--- config.mk ---
export PLATFORM = sky130hd
export DESIGN_NAME = gray_codec_pipe
export DESIGN_NICKNAME = d
export VERILOG_FILES = /design/src/rtl/gray_codec_pipe.sv
export SDC_FILE = /design/constraint.sdc
export NUM_CORES = 1
export LEC_CHECK = 0
export ABC_CLOCK_PERIOD_IN_PS = 3000
export CAP_MARGIN = 20
export CORE_AREA = 2 2 40 42
export DETAILED_ROUTE_END_ITERATION = 7
export DIE_AREA = 0 0 42 44
export MAX_ROUTING_LAYER = met4
export PLACE_DENSITY = 0.7
export SLEW_MARGIN = 20
export SYNTH_ARGS = -nofsm -noshare
export SYNTH_HDL_FRONTEND = slang
export SYNTH_SLANG_ARGS = --single-unit
--- constraint.sdc ---
create_clock -name clk -period 3 [get_ports clk]
set_clock_uncertainty 0.15 [all_clocks]
set_input_delay 0.6 -clock clk [delete_from_list [all_inputs] [get_ports clk]]
set_output_delay 0.6 -clock clk [all_outputs]
set_load 0.05 [all_outputs]
--- src/rtl/gray_codec_pipe.sv ---
// Pipelined Gray<->binary converter with valid/ready handshake and per-stage backpressure.
// Optional sticky Gray-sequence checker is built when GRAY_CHECK_EN is defined.
module gray_codec_pipe #(
    parameter int PTR    = 4,
    parameter int STAGES = 2
) (
    input  logic           clk,
    input  logic           rst,
    input  logic           in_valid,
    output logic           in_ready,
    input  logic           in_mode,
    input  logic [PTR-1:0] in_data,
    output logic           out_valid,
    input  logic           out_ready,
    output logic           out_mode,
    output logic [PTR-1:0] out_data,
    output logic           gray_err
);

    // Number of Gray->binary bits resolved per stage, MSB slice first.
    localparam int SLICE = (PTR + STAGES - 1) / STAGES;

    // Resolve bits hi..lo of a partially converted word whose bits above hi are
    // already binary; bits outside the window pass through untouched.
    function automatic logic [PTR-1:0] resolve_slice(
        input logic [PTR-1:0] word,
        input int             hi,
        input int             lo
    );
        logic [PTR-1:0] res;
        res = word;
        for (int i = PTR - 2; i >= 0; i--) begin
            if (i <= hi && i >= lo) begin
                res[i] = res[i+1] ^ res[i];
            end
        end
        return res;
    endfunction

    logic [STAGES-1:0]     valid_reg;
    logic [STAGES-1:0]     mode_reg;
    logic [PTR-1:0]        data_reg [STAGES];
    logic [STAGES-1:0]     load;
    logic [STAGES-1:0]     src_valid;
    logic [STAGES-1:0]     src_mode;
    logic [STAGES*PTR-1:0] data_next;

    genvar gi;
    generate
        for (gi = 0; gi < STAGES; gi++) begin : g_stage
            localparam int HI = PTR - 1 - gi * SLICE;
            localparam int LO = (HI - SLICE + 1 > 0) ? (HI - SLICE + 1) : 0;

            if (gi == 0) begin : g_first
                assign src_valid[gi] = in_valid;
                assign src_mode[gi]  = in_mode;
                assign data_next[gi*PTR +: PTR] = in_mode
                    ? (in_data ^ (in_data >> 1))
                    : resolve_slice(in_data, HI, LO);
            end else begin : g_later
                // Binary->Gray finished in stage 1, so later stages only delay it.
                assign src_valid[gi] = valid_reg[gi-1];
                assign src_mode[gi]  = mode_reg[gi-1];
                assign data_next[gi*PTR +: PTR] = mode_reg[gi-1]
                    ? data_reg[gi-1]
                    : resolve_slice(data_reg[gi-1], HI, LO);
            end
        end
    endgenerate

    // A stage may load when any stage from it to the output is empty or the sink drains.
    always_comb begin
        load = '0;
        for (int s = 0; s < STAGES; s++) begin
            load[s] = out_ready;
            for (int t = s; t < STAGES; t++) begin
                if (!valid_reg[t]) begin
                    load[s] = 1'b1;
                end
            end
        end
    end

    always_ff @(posedge clk) begin
        if (rst) begin
            valid_reg <= '0;
            mode_reg  <= '0;
            for (int s = 0; s < STAGES; s++) begin
                data_reg[s] <= '0;
            end
        end else begin
            for (int s = 0; s < STAGES; s++) begin
                if (load[s]) begin
                    valid_reg[s] <= src_valid[s];
                    if (src_valid[s]) begin
                        mode_reg[s] <= src_mode[s];
                        data_reg[s] <= data_next[s*PTR +: PTR];
                    end
                end
            end
        end
    end

    assign in_ready  = load[0];
    assign out_valid = valid_reg[STAGES-1];
    assign out_mode  = mode_reg[STAGES-1];
    assign out_data  = data_reg[STAGES-1];

`ifdef GRAY_CHECK_EN
    localparam logic [PTR-1:0] ONE = PTR'(1);

    logic [PTR-1:0] prev_reg;
    logic           prev_seen_reg;
    logic           err_reg;
    logic [PTR-1:0] diff;

    // diff & (diff-1) is nonzero exactly when more than one bit differs.
    assign diff = in_data ^ prev_reg;

    always_ff @(posedge clk) begin
        if (rst) begin
            prev_reg      <= '0;
            prev_seen_reg <= 1'b0;
            err_reg       <= 1'b0;
        end else if (in_valid && load[0] && !in_mode) begin
            if (prev_seen_reg && ((diff & (diff - ONE)) != '0)) begin
                err_reg <= 1'b1;
            end
            prev_reg      <= in_data;
            prev_seen_reg <= 1'b1;
        end
    end

    assign gray_err = err_reg;
`else
    assign gray_err = 1'b0;
`endif

endmodule

; ---- Word level (Yosys, flattened, before mapping)
; Memories as Yosys holds them, arrays and structs flattened.
; Index checks and enable logic that the tools add are counted.
; W data, S select, Z words.
[word_totals]
regBits = 4
ram_bits = 8
out_inout_bits = 8
word_cells = 30
n_memories = 1
[mem_list]
columns = memory, depth, word_bits, rd, rd_clocked_by_memory_dff, write_ports, line
row1 = data_reg, 2, 4, 2, 0, 2, 42  ; logic [PTR-1:0] data_reg [STAGES];
[classes]
n_mux = 17
n_bitwise = 6
n_reduce_logical = 2
[ops]
columns = op, n
row1 = $mux W1, 13
row2 = $mux W4, 3
row3 = $reduce_and A2 Y1, 2
row4 = $xor A4 B3 Y4, 1
row5 = $xor A1 B1 Y1, 3
row6 = $mux W2, 1
row7 = $or A1 B1 Y1, 2

; ---- Logic depth before layout (Yosys ltp)
; Gate-level depths: netlist of the first run.
[depth]
word_depth = 6
depth_mapped = 4

; ---- Worst setup path before layout of the first run
; Ideal clock, no wire load.
[synth_path]
path_type = in2out
start = input port out_ready
end = output port in_ready
arrival_time_ns = 1.137
slack_ns = 1.113
path_stages = 2
path_buffers = 0
path_cell_list = and3b_4 > inv_1
[synth_via]
elab_chain_len = 2
[synth_rtl]
columns = item, line
row1 = from (decl), 14  ; input logic out_ready,
row2 = $mux W1 (2 in series), 77  ; if (!valid_reg[t]) begin
row3 = to (decl), 10  ; output logic in_ready,
; No other way between the ends.

; ---- Worst setup path after layout of the first run
; Same ends and word-level chain as after synthesis.

==> flow_metrics.tcl, run 1 <==
set metrics [dict create \
    final_design_area_no_fill_um2 749.5 \
    synth_flop_cell "sky130_fd_sc_hd__edfxtp_1" \
    cap_viol_max_count 0 \
    critical-path-slowest-cell "sky130_fd_sc_hd__clkdlybuf4s50_1" \
    synth_top_cell_by_area "sky130_fd_sc_hd__edfxtp_1" \
    grt_pass1_vias 336 \
    finalCritPeriodShare_pct 78.24 \
    synthesis.nets 64 \
    drt_iter0_drc 1 \
    floorplan.initialDensity_pct 41.45 \
    synthTopCellsByArea "sky130_fd_sc_hd__edfxtp_1 (41%), sky130_fd_sc_hd__dfxtp_1 (14%), sky130_fd_sc_hd__buf_4 (6.4%)" \
    post_synthesis_sequential_area_ratio_pct 54.47 \
    r2r_setup_slack_ns 1.57 \
    synth_seq_cells 12 \
    placementRows 14 \
    rsz0062_at_grt "no" \
    synth.avg_cell_area_um2 10.69 \
    avgRoutedWirePerCell_um 9.843 \
    post_synth_edffs 8 \
    worstSetupStartpointType "input port" \
    detailed_place.area_um2 726.9 \
    num-fill-cells 125 \
    design.portCount 17 \
    number_of_unique_standard_cell_types_used_by_synthesis 24 \
    totalNegativeSetupSlack_ns 0 \
    cts.clk_slew.worst_paths_ns 0.07 \
    timing_hold_violations_final 0 \
    source_to_sink_clock_delay_at_the_later_pin_of_the_worst_skew_pair_ns 0.26 \
    clock_tree_from_tritoncts "built" \
    die_width_um 42 \
    fp.coreArea_um2 1419 \
    cts.sinks 12 \
    synth.cells.most_frequent "sky130_fd_sc_hd__edfxtp_1 (8), sky130_fd_sc_hd__buf_4 (5), sky130_fd_sc_hd__nor2_1 (5), sky130_fd_sc_hd__a21oi_1 (4), sky130_fd_sc_hd__dfxtp_1 (4)" \
    synth.cell_area_um2 588.1 \
    finish.net_count 78 \
    layout-drive-gt1-share_pct 13.43 \
    timing.critical_path.from "out_ready" \
    post-synth-top-count-cell "sky130_fd_sc_hd__edfxtp_1" \
    antenna_cells 0 \
    grt_antenna_before_repair 0 \
    min-delay-path-class "reg2reg" \
    largest_reg_flops 8 \
    finalCoreUtilization_pct 52.82 \
    routed-via-count 408 \
    place.gp.congestion 0.7487 \
    run_status "complete, no violations" \
    crit_type "in2out" \
    timing.final.crit_period_ns 2.347 \
    grt_first_pass_wirelength_mm 1.359 \
    synth_cells 55 \
    critical_path_cell_count 4 \
    ff2ff_path_depth 3 \
    postRouteWirelength_um 817 \
    aggregate_global_route_resource_usage_pct 11.09 \
    r2r_start "valid_reg[0]" \
    detail_route.first_pass.iterations 2 \
    critical_path.reg2reg.endpoint "data_reg[0][0]" \
    final-setup-viol-count 0 \
    slowest_delay_ns 0.42 \
    global_route.overflow_total 0 \
    post-route-drc-count 0 \
    floorplan.die.height_um 44 \
    cts_post_setup_buffers_inserted 0 \
    timing.fmax_ghz 0.4261 \
    cts_resized 0 \
    cp.arrival_ns 1.60 \
    timing.critical_path.fanout_max 4 \
    synth_async_sr_flop_share_pct 0 \
    required_ns 2.25 \
    slew_violations 0 \
    static-leakage-power_nw 0.2823 \
    place.port_buffers 15 \
    min_from "mode_reg[0]" \
    cts_buffers 3 \
    post-dp-hpwl_um 680.3 \
    crit_path_to "in_ready" \
    worstPathBufferInverterCount 3 \
    vdd_ir_drop_max_v 0.0003330 \
    synth_top_area_share_pct 40.85 \
    critPathTopFamily "buffers and inverters" \
    crit_path_end_kind "primary output" \
    cts_root_buffer "sky130_fd_sc_hd__clkbuf_4" \
    timing.critical_path.cells "clkdlybuf4s50_1 > and3b_4 > inv_1 > buf_12" \
    post_drt_via_cell_ratio 4.916 \
    die_area_um2 1848 \
    antenna_left 0 \
    yosysWarningCount 0 \
    cts_hold_repair.buffers 0 \
    cts_max_path_buffers 2 \
    largest_net_degree_at_the_start_of_global_routing 9 \
    synthToLayoutAreaGrowth_pct 27.45 \
    p_per_area_nw_per_um2 487.5 \
    cts_max_level 1 \
]
area by class of cell:
cell class / count / area (um^2) / area share (%)
Clock buffer: 3 / 22.52 / 3.005
Sequential cell: 12 / 320.3 / 42.74
Multi-Input combinational cell: 34 / 215.2 / 28.71
Inverter: 3 / 11.26 / 1.503
Timing Repair Buffer: 15 / 160.2 / 21.37
Tap cell: 16 / 20.02 / 2.671
metal layers:
layer | track usage, % | wire (um)
met1 | 10.39 | 356
met2 | 17.19 | 398
met3 | 6.250 | 42
met4 | 7.742 | 19
met5 | - | 0
cell families (layout without fill, tap and decap cells):
logic type	after synthesis	after routing	synth area share [%]
simple gates	18	18	17.45
flops	12	12	54.47
compound gates	10	10	11.07
buf+inv	9	21	8.936
xor+xnor	5	5	7.448
other cells	1	1	0.6377
cell usage in the layout, fill, tap and decap left out, types with 2 or more instances in the layout:
cell,Yosys,final
sky130_fd_sc_hd__a21oi_1,4,4
sky130_fd_sc_hd__and2_1,3,3
sky130_fd_sc_hd__clkbuf_4,0,3
sky130_fd_sc_hd__clkdlybuf4s50_1,0,14
sky130_fd_sc_hd__dfxtp_1,4,4
sky130_fd_sc_hd__edfxtp_1,8,8
sky130_fd_sc_hd__inv_1,3,3
sky130_fd_sc_hd__nand2_1,2,2
sky130_fd_sc_hd__nand3_1,2,2
sky130_fd_sc_hd__nor2_1,5,5
sky130_fd_sc_hd__o21ai_0,2,2
sky130_fd_sc_hd__xnor2_1,3,3
sky130_fd_sc_hd__xor2_1,2,2
power by group:
part	switching [mW]	internal (mW)
clock	0.0442	0.0462
combinational	0.0440	0.0339
sequential	0.00659	0.190
how the worst min path moves through the flow:
| stage | endpoint | slack, ns | depth (start not counted) |
|---|---|---|---|
| 3_3_place_gp | mode_reg[1] | 0.35 | 2 |
| 5_1_grt | data_reg[0][7] | 0.37 | 1 |
| 2_1_floorplan | mode_reg[1] | 0.32 | 2 |
| 4_1_cts | data_reg[0][7] | 0.37 | 1 |
| 3_5_place_dp | data_reg[0][7] | 0.35 | 1 |
| 6_report | mode_reg[1] | 0.37 | 2 |
tightest hold or removal path, cell delays in order, from the launching register on:
cell                      delay [ns]
sky130_fd_sc_hd__dfxtp_1        0.34
sky130_fd_sc_hd__nand3_1        0.08
sky130_fd_sc_hd__a21oi_1        0.05
through the flow:
step	power, mW	instances	hold WS (ns)	setup WS (ns)
after global routing	0.3864	83	0.3717	0.5962
after detailed placement	0.2795	80	0.3548	0.6616
final	0.3654	83	0.3679	0.6529
after CTS	0.3700	83	0.3686	0.6512
after global placement	0.2779	80	0.3543	0.6832
after floorplan	0.2583	55	0.3216	1.113
Power figures use the tool's default switching activity.
==> inputs of run 2 (changes only) <==
ABC_CLOCK_PERIOD_IN_PS = 2320   (was 3000)
clock period = 2.32 ns   (was 3 ns; I/O delays follow)
==> run 2 against run 1 <==
Net effect: core utilization up 0.97 points; flip-flop and latch count unchanged; clock power up 77%; global-route usage down 0.26 points; sequential share of layout area down 0.77 points; setup slack worse by 0.40 ns; routed wire length up 2.7%; combinational power up 30%; clock-buffer cell count up 1; non-clock buffer count unchanged; critical path depth unchanged; final cell count up 1.2%.
==> flow_metrics.tcl, run 2 (same netlist as run 1, synthesis figures left out) <==
set metrics [dict create \
    run_status "complete, no violations" \
    holdPathStages 2 \
    whs_ns 0.3678 \
    slew_violations 0 \
    crit_type "in2out" \
    ff2ff_path_depth 3 \
    avgRoutedWirePerCell_um 9.988 \
    design.portCount 17 \
    timing.fmax_ghz 0.4840 \
    largest_net_degree_at_the_start_of_global_routing 9 \
    place.gp.congestion 0.7438 \
    placementRows 14 \
    post_drt_via_cell_ratio 4.619 \
    detail_route.first_pass.iterations 4 \
    p_per_area_nw_per_um2 675.3 \
    cts_hold_repair.buffers 0 \
    timing.critical_path.fanout_max 4 \
    layout.cells.most_common_list "sky130_fd_sc_hd__clkdlybuf4s50_1 (14), sky130_fd_sc_hd__edfxtp_1 (8), sky130_fd_sc_hd__nor2_1 (5)" \
    cts_post_setup_buffers_inserted 0 \
    aggregate_global_route_resource_usage_pct 10.83 \
    worstSetupStartpointType "input port" \
    finalCritPeriodShare_pct 89.05 \
    clock_tree_from_tritoncts "built" \
    grt_first_pass_wirelength_mm 1.331 \
    cts_root_buffer "sky130_fd_sc_hd__clkbuf_4" \
    place.port_buffers 15 \
    crit_path_end_kind "primary output" \
    die_area_um2 1848 \
    grt_pass1_vias 310 \
    antenna_left 0 \
    rsz0062_at_grt "no" \
    grt_antenna_before_repair 0 \
    cp.arrival_ns 1.45 \
    timing.final.crit_period_ns 2.066 \
    routed-via-count 388 \
    min-delay-path-class "reg2reg" \
    static-leakage-power_nw 0.2895 \
    cts.sinks 12 \
    timing_hold_violations_final 0 \
    die_width_um 42 \
    cts_resized 0 \
    global_route.overflow_total 0 \
    vdd_ir_drop_max_v 0.0002818 \
    largest_reg_flops 8 \
    layout-drive-gt1-share_pct 14.71 \
    fp.coreArea_um2 1419 \
    post-dp-hpwl_um 698.3 \
    postRouteWirelength_um 839 \
    drt_iter0_drc 4 \
    required_ns 1.71 \
    cts.clk_slew.worst_paths_ns 0.07 \
    floorplan.initialDensity_pct 41.45 \
    final-setup-viol-count 0 \
    finish.net_count 78 \
    cap_viol_max_count 0 \
    antenna_cells 0 \
    cts_max_path_buffers 2 \
    cts_buffers 3 \
    mostFrequentLayoutCell "sky130_fd_sc_hd__clkdlybuf4s50_1" \
    r2r_setup_slack_ns 0.89 \
    floorplan.die.height_um 44 \
    totalNegativeSetupSlack_ns 0 \
    post-route-drc-count 0 \
    source_to_sink_clock_delay_at_the_later_pin_of_the_worst_skew_pair_ns 0.26 \
    synthToLayoutAreaGrowth_pct 29.79 \
    cts_max_level 1 \
]
==> run 2: cell types whose count changed in the layout (fill, tap and decap cells not counted) <==
| cell | change |
|---|---|
| sky130_fd_sc_hd__clkbuf_8 | +1 |
==> run 2: worst paths after layout <==
kind / start / endpoint
worst min register to register: mode_reg[0] / mode_reg[1]
worst max-delay path: out_ready / in_ready
worst min-delay path: mode_reg[0] / mode_reg[1]
worst max register to register: valid_reg[0] / data_reg[0][1]
==> run 2: routing by layer <==
metal / routed length [um] / GRT usage (%)
met5: 0 / -
met4: 19 / 9.677
met1: 382 / 12.50
met3: 55 / 3.750
met2: 381 / 14.69
==> run 2: report_power, final <==
part           internal [mW]  leakage (nW)  switching (mW)
registers              0.246         0.119         0.00806
clock network         0.0953        0.0210          0.0647
logic                 0.0439         0.149          0.0573
total                  0.385         0.289           0.130
==> run 2: metrics by stage <==
stage | instances | setup WS [ns] | cell area, um^2 | util (%) | power [mW]
after global placement | 80 | 0.2766 | 726.9 | 51.23 | 0.3593
after global routing | 84 | 0.1819 | 763.2 | 53.79 | 0.5401
after CTS | 84 | 0.2540 | 763.2 | 53.79 | 0.5229
after floorplan | 55 | 0.4951 | 588.1 | - | 0.3340
after detailed placement | 80 | 0.2549 | 726.9 | 51.23 | 0.3616
final | 84 | 0.2539 | 763.2 | 53.79 | 0.5154
==> run 2: worst max-delay path, stage by stage <==
cell                              delay [ns]
sky130_fd_sc_hd__clkdlybuf4s50_1        0.46
sky130_fd_sc_hd__and3b_4                0.21
sky130_fd_sc_hd__inv_1                  0.16
sky130_fd_sc_hd__buf_12                 0.16
==> run 2: area by class of cell <==
| cell class | count | area (um^2) |
|---|---|---|
| clock buffers | 4 | 36.28 |
| flip-flops and latches | 12 | 320.3 |
| multi-input cells | 34 | 215.2 |
| fillers | 130 | 655.6 |
| well taps | 16 | 20.02 |
| repair buffers | 15 | 160.2 |
| inverters | 3 | 11.26 |
==> variant, RTL diff (flow settings as in run 2) <==
Add a define of `GRAY_CHECK_EN`.
--- a/src/rtl/gray_codec_pipe.sv
+++ b/src/rtl/gray_codec_pipe.sv
@@ -1,5 +1,7 @@
 // Pipelined Gray<->binary converter with valid/ready handshake and per-stage backpressure.
 // Optional sticky Gray-sequence checker is built when GRAY_CHECK_EN is defined.
+`define GRAY_CHECK_EN
+
 module gray_codec_pipe #(
     parameter int PTR    = 4,
     parameter int STAGES = 2
Formal check against the unedited RTL: not equivalent (a bounded check fails within 4 cycles, from zero or initial values and one cycle with rst high).
==> variant against run 2 <==
Routed wire length rose by 90%; largest cell class unchanged; area after synthesis rose by 47%; total power rose by 26%; non-clock buffer count rose by 3; sequential cell count rose by 6; design area rose by 37%; worst setup slack got worse by 87 ps; synthesized cell count rose by 60%; critical endpoint unchanged; highest routed layer unchanged.
==> variant: results (changes against run 2) <==
| Metric | Value |
|---|---|
| Port Buf Inserts | `16 (+1)` |
| CTS Root Cell | `clkbuf_4` |
| Vias in the first global route | `633 (+100%)` |
| Post-DP HPWL | `1290 µm (+84%)` |
| Primary FF master, synth | `dfxtp_1` |
| Share of the yosys chip area belonging to registers | `51.1% (-3.4 points)` |
| M1 WL | `636 µm (+66%)` |
| Largest net degree at the start of global routing | `11 (+2)` |
| Initial DRC count | `20 (+16)` |
| Final period utilization | `92.8% (+3.7 points)` |
| Hold Slack | `321 ps (-46.9 ps)` |
| Number of fillers in the final layout | `97 (-25%)` |
| Met2 wire length | `874 µm (+130%)` |
| Total track usage | `19.5% (+8.7 points)` |
| Share of post-route cells with drive strength above 1 | `8.65% (-6.1 points)` |
| Synthesized instance count | `88 (+60%)` |
| Met3 wire len | `61 µm (+11%)` |
| Status | `finished clean` |
| Place WS | `113 ps (-141 ps)` |
| Vias | `677 (+74%)` |
| Worst hold-check path type | `reg -> reg` |
| Gp weighted congestion | `0.808 (+8.6%)` |
| Final nets | `114 (+46%)` |
| LEAKAGE | `0.397 nW (+37%)` |
| Worst Reg-to-Reg Cells | `2 (-1)` |
| First-pass GRT wire length | `2560 µm (+92%)` |
| Worst IR drop on VDD | `0.000445 V (+58%)` |
| R2R Setup Slk | `730 ps (-160 ps)` |
| Area contributors post-synth | `edfxtp_1 (28%), dfxtp_1 (23%), xor2_1 (6.1%), o21ai_0 (5.8%), a21oi_1 (5.2%)` |
| DR pass1 iterations | `6 (+2)` |
| Worst-skew pair later-pin latency | `290 ps (+30 ps)` |
| H-tree depth | `1 (unchanged)` |
| Final std cells w/o fill | `120 (+43%)` |
| CTS clock-pin slew for the worst setup and hold paths | `90 ps (+20 ps)` |
| Initial antenna violation count | `0 (unchanged)` |
| WL/cell | `13.3 µm (+33%)` |
| CP max FO | `9 (+5)` |
| Crit path arrival time | `1540 ps (+90 ps)` |
| Post-synth top cells | `dfxtp_1 (10), o21ai_0 (10), a21oi_1 (9)` |
| Syn nets | `97 (+52%)` |
| Yosys cell types | `26 (+8.3%)` |
## variant: cell types whose count changed after synthesis, sizes merged, moves of 2 or more
cell and delta:
a21oi +5, nand3 +4, a211oi +2, dfxtp +6
xor2 +4, nor2b +2, a21o -2, o21ai +8
## variant: stage by stage
stage / cell area [µm²] / util (%)
floorplan: 862 / -
global placement: 1020 / 72.0
detailed placement: 1020 / 72.0
CTS: 1050 / 73.9
global route: 1050 / 73.9
finish: 1050 / 73.9
## variant: critical path, cell delays in order
cell and delay [ps]:
clkdlybuf4s50_1 420, and3b_1 390, inv_2 100, buf_12 160
## variant: kinds of logic after synthesis
| logic type | Yosys count | synth area share (%) |
|---|---|---|
| XOR/XNOR | 9 | 9.14 |
| flip-flops | 18 | 51.1 |
| AND/OR/NAND/NOR | 28 | 18.0 |
| AO/OA/AOI/OAI | 23 | 14.8 |
| buffers and inverters | 10 | 6.97 |
## variant: worst paths after layout
kind | from | end
max | out_ready | in_ready
max reg2reg | valid_reg[0]$_SDFFE_PP0N_ | data_reg[0][2]$_SDFFCE_PN0P_
min | prev_seen_reg$_SDFFE_PP0P_ | prev_seen_reg$_SDFFE_PP0P_
min reg2reg | prev_seen_reg$_SDFFE_PP0P_ | prev_seen_reg$_SDFFE_PP0P_
## variant: cell type report
cell class                 count  area (µm²)  share of cell area [%]
inverter                       4        15.0                    1.43
clock buffer                   3        22.5                    2.15
sequential                    18         440                    42.0
clock inverter                 1        3.75                   0.358
timing repair buffer          18         185                    17.7
tap                           16        20.0                    1.91
multi-input combinational     60         362                    34.5
## variant: report_power, final
| part | switching [mW] | internal, mW |
|---|---|---|
| sequential | 0.0116 | 0.354 |
| clock | 0.0898 | 0.0625 |
| combinational | 0.0758 | 0.0544 |
| total | 0.177 | 0.471 |
## variant: routing by layer
metal / vias to the layer above / GRT usage [%]
met5: - / -
met4: 0 / 11.0
met3: 4 / 2.92
met2: 17 / 37.5
met1: 319 / 18.4
li1: 337 / -
